===== src/rtl/fault_injector_n_pkg.sv =====
// Shared types and default widths for the programmable fault injector.
// Mode encoding matches the cfg_mode field driven by the test controller.
package fault_inj_pkg;

    localparam int FI_DATA_W_DEF = 8;
    localparam int FI_CNT_W_DEF  = 8;
    localparam int FI_EVT_W_DEF  = 8;

    typedef enum logic [1:0] {
        FI_NONE = 2'b00,
        FI_SA0  = 2'b01,
        FI_SA1  = 2'b10,
        FI_FLIP = 2'b11
    } fi_mode_t;

    typedef enum logic [1:0] {
        IDLE   = 2'b00,
        DELAY  = 2'b01,
        INJECT = 2'b10,
        DONE   = 2'b11
    } fi_state_t;

endpackage


===== src/rtl/fault_injector_n_if.sv =====
// Configuration handshake between the test controller (master) and the injector (slave).
interface fault_injector_n_if #(
    parameter int DATA_W = 8,
    parameter int CNT_W  = 8
);
    logic              cfg_valid;
    logic              cfg_ready;
    logic [1:0]        cfg_mode;
    logic [DATA_W-1:0] cfg_mask;
    logic [CNT_W-1:0]  cfg_delay;
    logic [CNT_W-1:0]  cfg_duration;

    modport master (
        output cfg_valid, cfg_mode, cfg_mask, cfg_delay, cfg_duration,
        input  cfg_ready
    );

    modport slave (
        input  cfg_valid, cfg_mode, cfg_mask, cfg_delay, cfg_duration,
        output cfg_ready
    );
endinterface


===== src/rtl/fi_corrupt.sv =====
// Combinational per-bit corruption datapath; only masked bits are touched,
// and only while the injection window is open.
module fi_corrupt
    import fault_inj_pkg::*;
#(
    parameter int DATA_W = 8
) (
    input  logic [DATA_W-1:0] data_i,
    input  logic [DATA_W-1:0] mask,
    input  fi_mode_t          mode,
    input  logic              active,
    output logic [DATA_W-1:0] data_o
);

    genvar gi;
    generate
        for (gi = 0; gi < DATA_W; gi++) begin : g_bit
            logic bit_out;

            always_comb begin
                bit_out = data_i[gi];
                if (active && mask[gi]) begin
                    unique case (mode)
                        FI_SA0:  bit_out = 1'b0;
                        FI_SA1:  bit_out = 1'b1;
                        FI_FLIP: bit_out = ~data_i[gi];
                        default: bit_out = data_i[gi];
                    endcase
                end
            end

            assign data_o[gi] = bit_out;
        end
    endgenerate

endmodule


===== src/rtl/fault_injector_n.sv =====
// Programmable inline fault injector: one armed injection per handshake,
// with start delay, duration window (0 = until abort) and a saturating event count.
module fault_injector_n
    import fault_inj_pkg::*;
#(
    parameter int DATA_W = FI_DATA_W_DEF,
    parameter int CNT_W  = FI_CNT_W_DEF,
    parameter int EVT_W  = FI_EVT_W_DEF
) (
    input  logic               clk,
    input  logic               rstn,
    fault_injector_n_if.slave  cfg,
    input  logic [DATA_W-1:0]  data_i,
    output logic [DATA_W-1:0]  data_o,
    input  logic               abort_i,
    output logic               active_o,
    output logic               done_o,
    output logic [EVT_W-1:0]   evt_count_o
);

    fi_state_t         state_reg, state_next;
    logic [CNT_W-1:0]  cnt_reg, cnt_next;
    fi_mode_t          mode_reg, mode_next;
    logic [DATA_W-1:0] mask_reg, mask_next;
    logic [CNT_W-1:0]  dur_reg, dur_next;
    logic [EVT_W-1:0]  evt_reg, evt_next;
    logic              accept;

    // Abort wins over a simultaneous offer, so the config is simply dropped.
    assign accept = cfg.cfg_valid && (state_reg == IDLE) && !abort_i;

    always_ff @(posedge clk or negedge rstn) begin
        if (!rstn) begin
            state_reg <= IDLE;
            cnt_reg   <= '0;
            mode_reg  <= FI_NONE;
            mask_reg  <= '0;
            dur_reg   <= '0;
            evt_reg   <= '0;
        end else begin
            state_reg <= state_next;
            cnt_reg   <= cnt_next;
            mode_reg  <= mode_next;
            mask_reg  <= mask_next;
            dur_reg   <= dur_next;
            evt_reg   <= evt_next;
        end
    end

    always_comb begin
        state_next = state_reg;
        cnt_next   = cnt_reg;
        mode_next  = mode_reg;
        mask_next  = mask_reg;
        dur_next   = dur_reg;
        evt_next   = evt_reg;

        unique case (state_reg)
            IDLE: begin
                if (accept) begin
                    mode_next = fi_mode_t'(cfg.cfg_mode);
                    mask_next = cfg.cfg_mask;
                    dur_next  = cfg.cfg_duration;
                    if (cfg.cfg_delay != '0) begin
                        state_next = DELAY;
                        cnt_next   = cfg.cfg_delay - CNT_W'(1);
                    end else begin
                        state_next = INJECT;
                        cnt_next   = cfg.cfg_duration - CNT_W'(1);
                    end
                end
            end
            DELAY: begin
                if (abort_i) begin
                    state_next = IDLE;
                end else if (cnt_reg == '0) begin
                    state_next = INJECT;
                    cnt_next   = dur_reg - CNT_W'(1);
                end else begin
                    cnt_next = cnt_reg - CNT_W'(1);
                end
            end
            INJECT: begin
                // A zero duration holds the window open until abort.
                if (abort_i) begin
                    state_next = IDLE;
                end else if (dur_reg != '0) begin
                    if (cnt_reg == '0) begin
                        state_next = DONE;
                    end else begin
                        cnt_next = cnt_reg - CNT_W'(1);
                    end
                end
            end
            DONE: begin
                state_next = IDLE;
                if (!abort_i && !(&evt_reg)) begin
                    evt_next = evt_reg + EVT_W'(1);
                end
            end
            default: state_next = IDLE;
        endcase
    end

    assign cfg.cfg_ready = (state_reg == IDLE);
    assign active_o      = (state_reg == INJECT);
    assign done_o        = (state_reg == DONE);
    assign evt_count_o   = evt_reg;

    fi_corrupt #(
        .DATA_W (DATA_W)
    ) u_corrupt (
        .data_i (data_i),
        .mask   (mask_reg),
        .mode   (mode_reg),
        .active (active_o),
        .data_o (data_o)
    );

endmodule


===== src/flat_wrapper.sv =====
// flat-port wrapper written by rule: the top's interface ports become plain ports
module fault_injector_n_flat import fault_inj_pkg::*;
#(
    parameter int DATA_W = FI_DATA_W_DEF,
    parameter int CNT_W  = FI_CNT_W_DEF,
    parameter int EVT_W  = FI_EVT_W_DEF
)
  (clk, rstn, data_i, data_o, abort_i, active_o, done_o, evt_count_o, cfg_cfg_valid, cfg_cfg_mode, cfg_cfg_mask, cfg_cfg_delay, cfg_cfg_duration, cfg_cfg_ready);
  fault_injector_n_if #(.DATA_W(DATA_W), .CNT_W(CNT_W)) cfg_i ();
  input  logic clk;
  input  logic rstn;
  input  logic [DATA_W-1:0] data_i;
  output logic [DATA_W-1:0] data_o;
  input  logic abort_i;
  output logic active_o;
  output logic done_o;
  output logic [EVT_W-1:0] evt_count_o;
  input wire logic [$bits(cfg_i.cfg_valid)-1:0] cfg_cfg_valid;
  input wire logic [$bits(cfg_i.cfg_mode)-1:0] cfg_cfg_mode;
  input wire logic [$bits(cfg_i.cfg_mask)-1:0] cfg_cfg_mask;
  input wire logic [$bits(cfg_i.cfg_delay)-1:0] cfg_cfg_delay;
  input wire logic [$bits(cfg_i.cfg_duration)-1:0] cfg_cfg_duration;
  output wire logic [$bits(cfg_i.cfg_ready)-1:0] cfg_cfg_ready;
  assign cfg_i.cfg_valid = cfg_cfg_valid;
  assign cfg_i.cfg_mode = cfg_cfg_mode;
  assign cfg_i.cfg_mask = cfg_cfg_mask;
  assign cfg_i.cfg_delay = cfg_cfg_delay;
  assign cfg_i.cfg_duration = cfg_cfg_duration;
  assign cfg_cfg_ready = cfg_i.cfg_ready;
  fault_injector_n #(.DATA_W(DATA_W), .CNT_W(CNT_W), .EVT_W(EVT_W)) u_core (.clk(clk), .rstn(rstn), .cfg(cfg_i), .data_i(data_i), .data_o(data_o), .abort_i(abort_i), .active_o(active_o), .done_o(done_o), .evt_count_o(evt_count_o));
endmodule

===== config.mk =====
export PLATFORM = sky130hd
export DESIGN_NAME = fault_injector_n_flat
export DESIGN_NICKNAME = d
export VERILOG_FILES = /design/src/rtl/fault_injector_n_pkg.sv /design/src/rtl/fault_injector_n_if.sv /design/src/rtl/fi_corrupt.sv /design/src/rtl/fault_injector_n.sv /design/src/flat_wrapper.sv
export SDC_FILE = /design/constraint.sdc
export NUM_CORES = 1
export LEC_CHECK = 0
export CORE_UTILIZATION = 51
export DETAILED_ROUTE_END_ITERATION = 8
export PLACE_DENSITY = 0.81
export SYNTH_ARGS = -nofsm -noshare
export SYNTH_HDL_FRONTEND = slang
export SYNTH_SLANG_ARGS = --single-unit
export TNS_END_PERCENT = 30

===== constraint.sdc =====
create_clock -name clk -period 2.6 [get_ports clk]
set_input_delay 0.26 -clock clk [delete_from_list [all_inputs] [get_ports clk]]
set_output_delay 0.26 -clock clk [all_outputs]
set_load 0.005 [all_outputs]

After elaboration in Yosys (flattened, before gate mapping). Cells that the tools add are included.

Add/subtract/negate cells: 5. Eq/ne operators: 14. Multiplexer cells: 32. Bitwise gates (word level): 8. Reductions and logical operators: 23.

Operator list (count): $mux 8 (7); $sub 8x1->8 const B (4); $pmux 1 s3 (8); $pmux 8 s3 (1); $reduce_bool 8->1 (2); $mux 2 (7); $logic_and 1x1->1 (11); $ne 3x2->1 const B (3); $add 8x1->8 const B (1); $eq 2x2->1 const B (4); $logic_not 8->1 (1); $mux 1 (8); $not 1->1 (8); $pmux 2 s4 (1); $reduce_and 8->1 (1); $ne 2x2->1 const B (3); $reduce_and 6->1 (1); $eq 2x1->1 const B (2); $ne 2x1->1 const B (2); $reduce_and 2->1 (2); $reduce_and 4->1 (1); $reduce_bool 3->1 (1); $logic_not 1->1 (2); $logic_not 2->1 (1).

Register bits after elaboration: 36. Bits of input ports: 38. Output and inout port bits: 19. Logic and storage cells: 88.

Depth between registers and ports, before layout.
Word-level depth: 5. Mapped depth: 9. Mapped depth without buffers: 8.

Cells and area by module. A second synthesis with hierarchy kept.

Cell total of the unflattened synthesis: 262. Area, all modules: 2552.4 um^2.

By module, submodules not included: fault_injector_n (instances 1, cells each 234, area each 2329.7 um^2, sequential area each 900.9 um^2); fi_corrupt (instances 1, cells each 28, area each 222.7 um^2, sequential area each 0.0 um^2).

Least setup slack after synthesis. OpenSTA, ideal clock, no wires.

Path kind: flip-flop to flip-flop. Start point: register u_core.state_reg[0]. End point: register u_core.cnt_reg[3]. Library setup time: 0.095 ns. Arrival time: 1.936 ns. Required time: 2.505 ns. Path slack: 0.568 ns. Cell stages (with the launch flop): 9. Buffers on the path: 2. Period minus slack after synthesis: 2.032 ns. Cell sequence: dfrtp_1 -> inv_1 -> ha_1 -> buf_2 -> or4_1 -> o31ai_1 -> o221ai_2 -> buf_2 -> o31ai_1.

Longest elaborated chain between the ends: 5. Elaborated cells on any way between the ends: 13. Those cells by class: 7 x eq/ne; 1 x mux; 5 x reduce/logical.

RTL lines: start: declaration (line fault_injector_n.sv:21) `fi_state_t state_reg, state_next;`; start signal: assignment (line fault_injector_n.sv:41) `state_reg <= state_next;`; $logic_not 2->1 *; named net cfg_cfg_ready (line flat_wrapper.sv:23) `output wire logic [$bits(cfg_i.cfg_ready)-1:0] cfg_cfg_ready;`; $logic_and 1x1->1 (2 in series) (line fault_injector_n.sv:30) `assign accept = cfg.cfg_valid && (state_reg == IDLE) && !abort_i;`; $ne 2x1->1 (no line); $reduce_and 6->1 (no line); end signal: assignment (line fault_injector_n.sv:42) `cnt_reg <= cnt_next;`; end: declaration (line fault_injector_n.sv:22) `logic [CNT_W-1:0] cnt_reg, cnt_next;`.

The timed path passes the listed nets; every way through them passes the cells marked *. A chain may end at the register's enable or synchronous reset.

Worst setup path after layout.
Start point: register u_core.state_reg[0]. End point: output port data_o[1].

Longest elaborated chain between the ends: 3.

RTL lines: $eq 2x2->1 (line fault_injector_n.sv:106) `assign active_o = (state_reg == INJECT);`; $logic_and 1x1->1 (line fi_corrupt.sv:22) `if (active && mask[gi]) begin`; $mux 1 (line fi_corrupt.sv:22); end: declaration (line flat_wrapper.sv:13) `output logic [DATA_W-1:0] data_o;`.

No other way between the ends.

==> impl_metrics.tcl <==
set metrics [dict create \
    status "finished, final reports clean" \
    clock_sink_count 36 \
    dominantRegCellSynth "dfrtp_1" \
    fillers 360 \
    grt_busiest_layer "met2" \
    p_sw_mw 1.40 \
    cts_root_buf "clkbuf_8" \
    die-area_sq_mm 0.00520 \
    cp_max_fo 9 \
    startpoint "u_core.state_reg[0]" \
    hpwl_mm 4.56 \
    leakage_nw 1.27 \
    synthArstFlopShare_pct 100 \
    seq_area_sq_um 901 \
    clock_latency_ps 290 \
    cts.clk_slew.worst_paths_ps 80 \
    start_kind "register" \
    synth_area_per_cell_sq_um 9.88 \
    dr.pass1.iters 4 \
    crit_chain "inv_1, ha_2, and2_2, a21oi_1, a31oi_1, clkdlybuf4s50_1" \
    finalCritPeriodShare_pct 90.7 \
    met3_usage_pct 4.44 \
    hold_path.class "input pin to asynchronous set/reset pin" \
    dieWidth_microns 72.1 \
    grt_pass1_wl_mm 9.55 \
    worst_ep_required_time_ps 2340 \
    hold_viol 0 \
    p_int_mw 1.94 \
    ys_warn_count 0 \
    synthesis.area_sq_mm 0.00251 \
    fmax_ghz 0.424 \
    final_util_pct 69.3 \
    antenna_cells 0 \
    ios 57 \
    worstSetupEndpointType "primary output" \
    viasPerCell 5.77 \
    r2r_start "u_core.cnt_reg[0]" \
    grt_pass1_vias 1986 \
    synth_area_leaders "dfrtp_1 (36%), mux2_2 (9.0%), xnor2_1 (5.2%), ha_1 (5.0%), a31oi_1 (3.0%)" \
    grt_max_degree 37 \
    final_cells 385 \
    htreeDepth 2 \
    synth_top_area_cell "dfrtp_1" \
    drive_gt1_share_pct 17.9 \
    layout_common_cells "clkdlybuf4s50_1 (56), dfrtp_1 (36), mux2_2 (20)" \
    drtIter0Drc 192 \
    drt-total-wl_mm 5.86 \
    setup_tns_ps 0 \
    comb_power_share_pct 53.8 \
    crit_path_top_delay_cell "clkdlybuf4s50_1" \
    tritoncts "yes" \
    p_sw_share_pct 41.9 \
    ys_ff_latch 36 \
    route.vias.total 2221 \
    drtAntennaViolNets 0 \
    slew_viol_final 0 \
    clock_path_buffers 2 \
    hold_buffers 0 \
    antenna_found_initial 0 \
    rsz0062_at_grt "no" \
    place_inst 377 \
    met2_usage_pct 35.9 \
    crit_family "buffers and inverters" \
    area_delta_synth_final_pct 30.4 \
    place.gp.congestion 0.888 \
    start_util_pct 53.1 \
    clock_skew_ps 7.97 \
    finalSetupViolations 0 \
    cts_buffers 5 \
    path_class "register to primary output" \
    grt_use_met1_pct 34.4 \
    wl_per_cell_microns 15.2 \
    slew_headroom_pct 60.0 \
    clkPwrFrac_pct 12.0 \
    synth-edff-count 0 \
    synth_cell_types 56 \
    max_stage_delay_ps 520 \
    port_buffers 56 \
    cap_violations 0 \
    nets 365 \
    die_y_microns 72.1 \
    synth_nets 302 \
    finalCriticalPeriod_ps 2360 \
    power-per-cell-area_mw_per_mm2 1020 \
    multi_input_area_sq_mm 0.00148 \
    cp_num_buf_inv 2 \
    rows 25 \
    tightest_slew_ps 601 \
    seq_area_frac_synth_pct 35.9 \
    drc 0 \
    post-cts-setup-buffers 0 \
    vdd_drop_max_mv 0.535 \
    core-area_sq_mm 0.00472 \
    reg2reg_slack_ps 380 \
    yosysTopAreaCellShare_pct 35.9 \
    grt_overflow 0 \
    layout_commonest_cell "clkdlybuf4s50_1" \
    groute.usage.overall_pct 23.7 \
    netlist_instances 254 \
    worstPathArrival_ps 2100 \
    p_seq_share_pct 34.2 \
]
==> through the flow <==
| step | hold slack, ps | power [mW] | setup WS [ps] | instance area (sq um) |
|---|---|---|---|---|
| 3_5_place_dp | 485 | 2.93 | 82.6 | 3180 |
| 5_1_grt | 416 | 3.61 | 95.7 | 3270 |
| 4_1_cts | 393 | 3.34 | 54.3 | 3270 |
| 6_report | 381 | 3.34 | 241 | 3270 |
| 2_1_floorplan | -35.6 | 2.36 | 568 | 2510 |
| 3_3_place_gp | 477 | 2.87 | 170 | 3180 |
==> final cells by class <==
type	instances	share of cell area (%)
Sequential cell	36	27.5
Tap cell	67	2.56
Timing Repair Buffer	71	20.6
Inverter	11	1.26
Clock buffer	5	2.10
Clock inverter	3	0.727
Multi-Input combinational cell	192	45.2
==> synth_stat cells, drive strengths merged (2+ instances only) <==
| cell | instances |
|---|---|
| o221a | 2 |
| nand4 | 5 |
| a211oi | 4 |
| clkbuf | 4 |
| nor2b | 2 |
| o21a | 2 |
| o221ai | 2 |
| nor3 | 9 |
| o31ai | 7 |
| nor3b | 5 |
| o21ai | 8 |
| nor4b | 2 |
| and2 | 3 |
| or3 | 3 |
| nor4 | 6 |
| a221oi | 3 |
| ha | 10 |
| nand2b | 3 |
| o22ai | 2 |
| xor2 | 6 |
| a31oi | 12 |
| dfrtp | 36 |
| nand2 | 13 |
| inv | 11 |
| a21oi | 12 |
| or4 | 5 |
| buf | 11 |
| xnor2 | 15 |
| mux2 | 20 |
| nor2 | 11 |
| and3 | 2 |
| nand3 | 3 |
==> path summary, 6_finish.rpt <==
check / endpoint / depth (start not counted)
max in group asynchronous: u_core.mask_reg[6] / 2
worst min-delay path: u_core.mask_reg[3] / 2
min in group clk: u_core.evt_count_o[4] / 1
worst max-delay path: data_o[1] / 6
worst min register to register: u_core.evt_count_o[4] / 1
worst max register to register: u_core.cnt_reg[2] / 6
==> per-layer routing <==
metal	share of wire [%]	routed length, microns
met3	5.3	308
met4	1.6	92
met5	0	0
met2	48	2790
met1	45	2660
==> logic make-up (layout without fill, tap and decap cells) <==
kind of cell    count (synthesis)  after routing  synth area share (%)
simple gates                   76             76                  18.7
compound gates                 65             65                  18.9
buf+inv                        26             90                  5.24
fa+ha+maj                      10             10                  4.99
flops                          36             36                  35.9
mux                            20             20                  8.98
xor+xnor                       21             21                  7.33
==> power by group through the flow <==
| stage | Combinational [mW] | Clock [mW] | Sequential (mW) |
|---|---|---|---|
| finish | 1.80 | 0.402 | 1.15 |
| global route | 1.99 | 0.438 | 1.19 |
| CTS | 1.79 | 0.414 | 1.14 |
| detailed placement | 1.78 | 0 | 1.15 |
| global placement | 1.75 | 0 | 1.13 |
| floorplan | 1.29 | 0 | 1.07 |
==> repair_timing <==
item                       CTS  global route
setup endpoints to repair    0             8
hold endpoints to repair     0             0
gates resized for setup      0             2
Power figures use the tool's default switching activity.
